[src/rtl/rv32i_types.sv]
// rv32i_types: shared core-wide sizing constants and small elaboration helpers
package rv32i_types;

  localparam int XLEN           = 32;
  localparam int INSTR_ENTRY_W  = 3 * XLEN;
  localparam int IQ_DEPTH       = 16;
  localparam int FETCH_WIDTH    = 2;
  localparam int DISPATCH_WIDTH = 2;

  function automatic int imax(input int a, input int b);
    return a > b ? a : b;
  endfunction

endpackage

[src/rtl/iq_multiport.sv]
// iq_multiport: circular instruction queue with multi-lane enqueue and show-ahead multi-lane dequeue
module iq_multiport
  import rv32i_types::*;
#(
  parameter int DATA_WIDTH = INSTR_ENTRY_W,
  parameter int DEPTH      = IQ_DEPTH,
  parameter int ENQ_W      = FETCH_WIDTH,
  parameter int DEQ_W      = DISPATCH_WIDTH
) (
  input  logic                           clk,
  input  logic                           rst,
  input  logic                           flush,
  input  logic [$clog2(ENQ_W+1)-1:0]     enq_cnt,
  input  logic [ENQ_W*DATA_WIDTH-1:0]    enq_data,
  output logic                           enq_ready,
  input  logic [$clog2(DEQ_W+1)-1:0]     deq_cnt,
  output logic [DEQ_W*DATA_WIDTH-1:0]    deq_data,
  output logic [DEQ_W-1:0]               deq_valid,
  output logic [$clog2(DEPTH+1)-1:0]     count,
  output logic                           full,
  output logic                           empty
);

  localparam int PW = $clog2(DEPTH);
  localparam int CW = $clog2(DEPTH+1);
  localparam int EW = $clog2(ENQ_W+1);
  localparam int QW = $clog2(DEQ_W+1);

  if ((DEPTH & (DEPTH - 1)) != 0 || DEPTH < 2 * imax(ENQ_W, DEQ_W)) begin : g_bad_cfg
    $error("iq_multiport: DEPTH must be a power of two and at least 2*max(ENQ_W,DEQ_W)");
  end

  logic [DATA_WIDTH-1:0] mem_q [DEPTH];
  logic [PW-1:0]         head_q, head_d, tail_q, tail_d;
  logic [CW-1:0]         count_q, count_d;
  logic [CW-1:0]         enq_n, deq_n;
  logic                  enq_acc;

  assign enq_ready = count_q <= CW'(DEPTH - ENQ_W);
  assign enq_acc   = enq_ready && enq_cnt != '0 && !flush;
  assign full      = count_q == CW'(DEPTH);
  assign empty     = count_q == '0;
  assign count     = count_q;

  // Accepted lane counts and next pointer/occupancy values; over-asked dequeues saturate at occupancy
  always_comb begin
    enq_n   = enq_acc ? CW'(enq_cnt) : '0;
    deq_n   = CW'(deq_cnt) > count_q ? count_q : CW'(deq_cnt);
    head_d  = head_q + PW'(deq_n);
    tail_d  = tail_q + PW'(enq_n);
    count_d = count_q + enq_n - deq_n;
  end

  // Pointer and occupancy registers; flush wins over any same-cycle enqueue or dequeue
  always_ff @(posedge clk or posedge rst) begin
    if (rst) begin
      head_q  <= '0;
      tail_q  <= '0;
      count_q <= '0;
    end else if (flush) begin
      head_q  <= '0;
      tail_q  <= '0;
      count_q <= '0;
    end else begin
      head_q  <= head_d;
      tail_q  <= tail_d;
      count_q <= count_d;
    end
  end

  // Storage write of the offered lanes at tail onward; contents survive reset and flush
  always_ff @(posedge clk) begin
    if (enq_acc)
      for (int i = 0; i < ENQ_W; i++)
        if (EW'(i) < enq_cnt) mem_q[tail_q + PW'(i)] <= enq_data[i*DATA_WIDTH +: DATA_WIDTH];
  end

  // Show-ahead read of head..head+DEQ_W-1 from registered state; empty lanes read zero
  always_comb begin
    deq_data  = '0;
    deq_valid = '0;
    for (int i = 0; i < DEQ_W; i++) begin
      deq_valid[i] = CW'(i) < count_q;
      deq_data[i*DATA_WIDTH +: DATA_WIDTH] = deq_valid[i] ? mem_q[head_q + PW'(i)] : '0;
    end
  end

  a_enq_cnt_legal: assert property (@(posedge clk) disable iff (rst) enq_cnt <= EW'(ENQ_W))
    else $error("iq_multiport: enq_cnt exceeds ENQ_W");

  a_deq_cnt_legal: assert property (@(posedge clk) disable iff (rst)
    deq_cnt <= QW'(DEQ_W) && CW'(deq_cnt) <= count_q)
    else $error("iq_multiport: deq_cnt exceeds valid lanes");

endmodule

[config.mk]
export PLATFORM = sky130hd
export DESIGN_NAME = iq_multiport
export DESIGN_NICKNAME = d
export VERILOG_FILES = /design/src/rtl/rv32i_types.sv /design/src/rtl/iq_multiport.sv
export SDC_FILE = /design/constraint.sdc
export NUM_CORES = 2
export LEC_CHECK = 0
export BUFFER_PORTS_ARGS = -buffer_cell sky130_fd_sc_hd__buf_2
export CORE_UTILIZATION = 50
export DETAILED_ROUTE_END_ITERATION = 7
export PLACE_DENSITY_LB_ADDON = 0.08
export SETUP_SLACK_MARGIN = 0.3
export SLEW_MARGIN = 20
export SYNTH_ARGS = -nofsm -noshare
export SYNTH_HDL_FRONTEND = slang
export SYNTH_SLANG_ARGS = --single-unit
[constraint.sdc]
create_clock -name clk -period 14.7 [get_ports clk]
set_input_delay 0.735 -clock clk [delete_from_list [all_inputs] [get_ports clk]]
set_output_delay 0.735 -clock clk [all_outputs]
set_load 0.01 [all_outputs]
* Word level (Yosys, flattened, before mapping)
Memories as Yosys holds them, arrays and structs flattened.
Index checks and enable logic that the tools add are counted.
** Word-level totals
- Register bits after elaboration :: 13
- Bits in latches :: 0
- RAM bits :: 1536
- Bits in read-only memories :: 0
- Input bits :: 199
- Logic and storage cells :: 35
- Memories :: 1
** Memories
- mem_q :: depth 16, bits a word 96, read ports 2, clocked after memory_dff 0, write ports 2, RTL line iq_multiport.sv:33 : logic [DATA_WIDTH-1:0] mem_q [DEPTH];
** Cells by class
- Add/subtract/negate cells :: 6
- Multiply operators :: 0
- Divide/modulo/power cells :: 0
- $lt $le $gt $ge :: 6
- Eq/ne operators :: 1
- Shifts and indexed selects :: 0
- Mux-type cells :: 13
- Bitwise operators :: 0
- Reductions and logical operators :: 5
** Operator list (count)
- 2-to-1 mux 96 bit :: 2
- < comparator 1 x 5 -> 1 bit (first input constant) :: 2
- 2-to-1 mux 5 bit :: 2
- adder 4 x 1 -> 4 bit (second input constant) :: 2
- 2-to-1 mux 4 bit :: 2
- 2-to-1 mux 1 bit :: 6
- adder 5 x 2 -> 5 bit :: 1
- == test 5 bit (second input constant) :: 1
- > comparator 2 x 5 -> 1 bit :: 1
- less-or-equal comparator 5 x 4 -> 1 bit (second input constant) :: 1
- logical NOT 5 bit :: 1
- subtractor 5 bit :: 1
- adder 4 x 2 -> 4 bit :: 1
- adder 4 bit :: 1
- < comparator 1 x 2 -> 1 bit (first input constant) :: 2
- logical AND 1 bit :: 2
- 2-to-1 mux 2 bit :: 1
- nonzero test 2 bit :: 1
- logical NOT 1 bit :: 1

* Depth between registers and ports, before layout
- Depth after elaboration :: 7
- Mapped depth :: 14

* Least setup slack after synthesis
Ideal clock, no wire load.
- Path type :: input port to flip-flop
- From :: input port enq_cnt[1]
- To :: memory mem_q[4][0] in the netlist's numbering (enable)
- Arrival time :: 8437 ps
- Required time :: 14017 ps
- Slack :: 5580 ps
- Stages :: 5
- Buffers on the path :: 2
- Cells stage by stage :: clkbuf_1 -> o21bai_1 -> or4b_1 -> buf_2 -> o21ai_0
** RTL lines
- start: declaration :: RTL line iq_multiport.sv:13 : input logic [$clog2(ENQ_W+1)-1:0] enq_cnt,
- end: declaration :: RTL line iq_multiport.sv:33

* Worst setup path in the final report
- From :: register head_q[2]
- To :: output port deq_data[89]
** Between the ends
- Word-level cells in the longest chain between the ends :: 2
** Ends and longest elaborated chain
- start: declaration :: RTL line iq_multiport.sv:34 : logic [PW-1:0] head_q, head_d, tail_q, tail_d;
- start signal: assignment :: RTL line iq_multiport.sv:57 : head_q <= '0;
- start signal: assignment :: RTL line iq_multiport.sv:61 : head_q <= '0;
- start signal: assignment :: RTL line iq_multiport.sv:65 : head_q <= head_d;
- memory (16 x 96 bit)
- 2-to-1 mux 96 bit :: RTL line iq_multiport.sv:84 : deq_data[i*DATA_WIDTH +: DATA_WIDTH] = deq_valid[i] ? mem_q[head_q + PW'(i)] : '0;
- end: declaration :: RTL line iq_multiport.sv:17 : output logic [DEQ_W*DATA_WIDTH-1:0] deq_data,
Every way passes these cells.

==> impl_metrics.yaml <==
status:
  status: "finished clean"
power_and_ir_drop:
  peakVddDrop_mv: 0.284
  powerDensity_nw_per_um2: 176
  leakage_nw: 31.5
floorplanning:
  die_w_um: 425
  coreArea_um2: 178000
  die_y_um: 425
  dieArea_um2: 181000
  start_util_pct: 50.3
  ios: 401
  rows: 155
critical_path:
  max_stage_delay_ns: 0.88
  r2r_cells: 6
  r2r_end: "mem_q[7][83]"
  r2r_slack_ns: 9.79
  startpoint: "head_q[2]"
  cpMostUsedCell: "buf_4"
  worst_ep_arrival_time_ns: 6.24
  worst-path-max-fanout: 45
  cp_slowest_cell: "dfrtp_4"
  end_kind: "output port"
  required_ns: 13.97
  crit_chain: "buf_4 -> buf_4 -> buf_4 -> buf_4 -> mux4_2 -> mux2i_1 -> o22ai_1 -> buf_2"
  startpoint_type: "flop"
  r2r_start: "count[0]"
  crit_type: "reg2out"
placement:
  gp_congestion: 0.797
  detailed_place_hpwl_mm: 150
  post_dp_cell_area_um2: 93500
  port_buffers: 400
route:
  postRouteAntennaNets: 0
  dr_wl_met3_mm: 20.5
  wl_per_cell_um: 37.7
  wl_met1_mm: 118
  vias_per_cell: 6.92
  vias: 53791
  top_layer: "met5"
  dr.pass1.iters: 5
  drc_errors: 0
  dr_wl_met2_mm: 146
  finalWirelength_mm: 293
  drt-initial-drc-count: 5911
synth:
  async_flop_share_pct: 0.839
  synth_area_leader_cell: "edfxtp_1"
  synthCells: 5193
  synth-edff-count: 1536
  yosysSeqAreaShare_pct: 51.8
  syn-num-nets: 5409
  yosysUniqueCellTypes: 39
  yosys-top-cells-count: "1536 x edfxtp_1, 1497 x mux2_2, 769 x mux4_2"
  ys_seq_elements: 1549
  yosysTopAreaCellShare_pct: 51.5
  synth_most_common_cell: "edfxtp_1"
  synth_area_um2: 89600
  syn_avg_cell_area_um2: 17.3
  synth_ff_type: "edfxtp_1"
  synthTopCellsByArea: "edfxtp_1 51%, mux4_2 19%, mux2_2 19%, mux2i_1 4.3%, clkbuf_1 1.7%"
  yosysWarnings: 0
grt:
  grt_max_degree: 157
  grt_usage_pct: 32.4
  antenna_found_initial: 66
  overflow: 0
  grt_pass1_vias: 54465
  grt_first_pass_wirelength_mm: 416
hold_path:
  hold_end: "count[1]"
  worstHoldPathCells: 2
  worstHoldStart: "flush"
  hold_path_class: "in2reg"
timing:
  finalSetupViolations: 0
  hold_viol_final: 0
  period_share_pct: 47.5
  grt_setup_unrepaired: "false"
  worst_slew_pin_slew_ns: 1.14
  fin_skew_ns: 0.0243
  max_freq_mhz: 143
  maxSlewViolCount: 0
  setup_tns_ns: 0
  period_needed_ns: 6.98
  relSlewSlack_pct: 23.9
job:
  cap_violations: 0
cts:
  clkTransAtPathRegs_ns: 0.06
  ctsResizeCount: 0
  clock_path_buffers: 3
  clk-insertion-delay-late_ns: 0.81
  htreeDepth: 4
  clock_sinks: 1549
  post-cts-setup-buffers: 0
  cts_tree: "done"
  cts_hold_buf: 1
  cts_root_buffer: "clkbuf_16"
  cts_buffers: 175
final_layout:
  n_fill_cell: 13970
  nets: 5463
  syn_to_final_growth_pct: 10.7
  drive_above_1_share_pct: 57.2
  final_cell_area_um2: 99300
  final_util_pct: 55.7
metrics by stage:
step | hold slack, ns | setup slack, ns | total power (W) | cells
2_1_floorplan | 0.577 | 5.58 | 0.0105 | 5193
3_3_place_gp | 0.630 | 8.30 | 0.0132 | 7421
3_5_place_dp | 0.641 | 8.31 | 0.0132 | 7423
4_1_cts | 0.247 | 7.44 | 0.0176 | 7742
5_1_grt | 0.297 | 7.17 | 0.0181 | 7770
6_report | 0.309 | 7.72 | 0.0175 | 7776
cell usage in the layout, fill, tap and decap left out, drive strengths merged, types with 3 or more instances in the layout:
cell type / count
mux2: 1537
edfxtp: 1536
mux4: 769
buf: 500
mux2i: 382
clkbuf: 236
o22ai: 194
clkinv: 60
diode: 33
nor2: 25
inv: 20
bufinv: 17
ha: 13
dfrtp: 13
nor2b: 10
nand2: 9
o21ai: 8
a21oi: 7
xor2: 5
nand2b: 5
fa: 4
nand3: 4
nor3: 4
or4: 3
xnor2: 3
and2: 3
o21bai: 3
sequential cells by signal, summed over array words and instances (netlist names):
name and cells:
mem_q 1536, tail_q 4, count 5, head_q 4
layout make-up:
cell class                 count  area (um2)  area share, %
tap                         2355        2950           2.97
timing repair buffer         501        3090           3.11
antenna                       33        82.6         0.0832
clock buffer                 236        4800           4.84
sequential                  1549       46500           46.8
inverter                      17        63.8         0.0643
clock inverter                82         826          0.832
multi-input combinational   3003       41000           41.3
worst max path at each step:
stage                         endpoint  slack (ns)
after floorplan            mem_q[4][0]        5.58
after global placement    deq_data[89]        8.30
after detailed placement  deq_data[89]        8.31
after CTS                 deq_data[89]        7.44
after global routing      deq_data[89]        7.17
final                     deq_data[89]        7.72
routing by layer:
layer	GRT usage (%)	vias to the layer above
met3	4.45	483
met5	0	-
met2	53.9	2568
met4	11.1	34
li1	-	21753
met1	43.8	28953
worst max-delay path: cells and delay by family (launching register included):
kind	cells	cell delay [ns]
flip-flops	1	0.88
multiplexers	2	0.72
AO/OA/AOI/OAI	1	0.21
buffers and inverters	5	3.46
kinds of logic (layout without fill, tap and decap cells):
kind of cell / after synthesis / count (layout) / synth area share (%)
muxes: 2688 / 2688 / 43.1
other: 1 / 34 / 0.00418
xor gates and xnor gates: 8 / 8 / 0.0782
and+or+nand+nor: 72 / 72 / 0.406
DFF: 1549 / 1549 / 51.8
buffers and inverters: 641 / 836 / 2.86
AOI/OAI and AO/OA: 217 / 217 / 1.51
adders and majority gates: 17 / 17 / 0.271
power by group:
group	internal (W)	switching [W]
combinational	0.00351	0.00438
clock	0.00257	0.00185
sequential	0.00502	0.000160
Power figures use the tool's default switching activity.
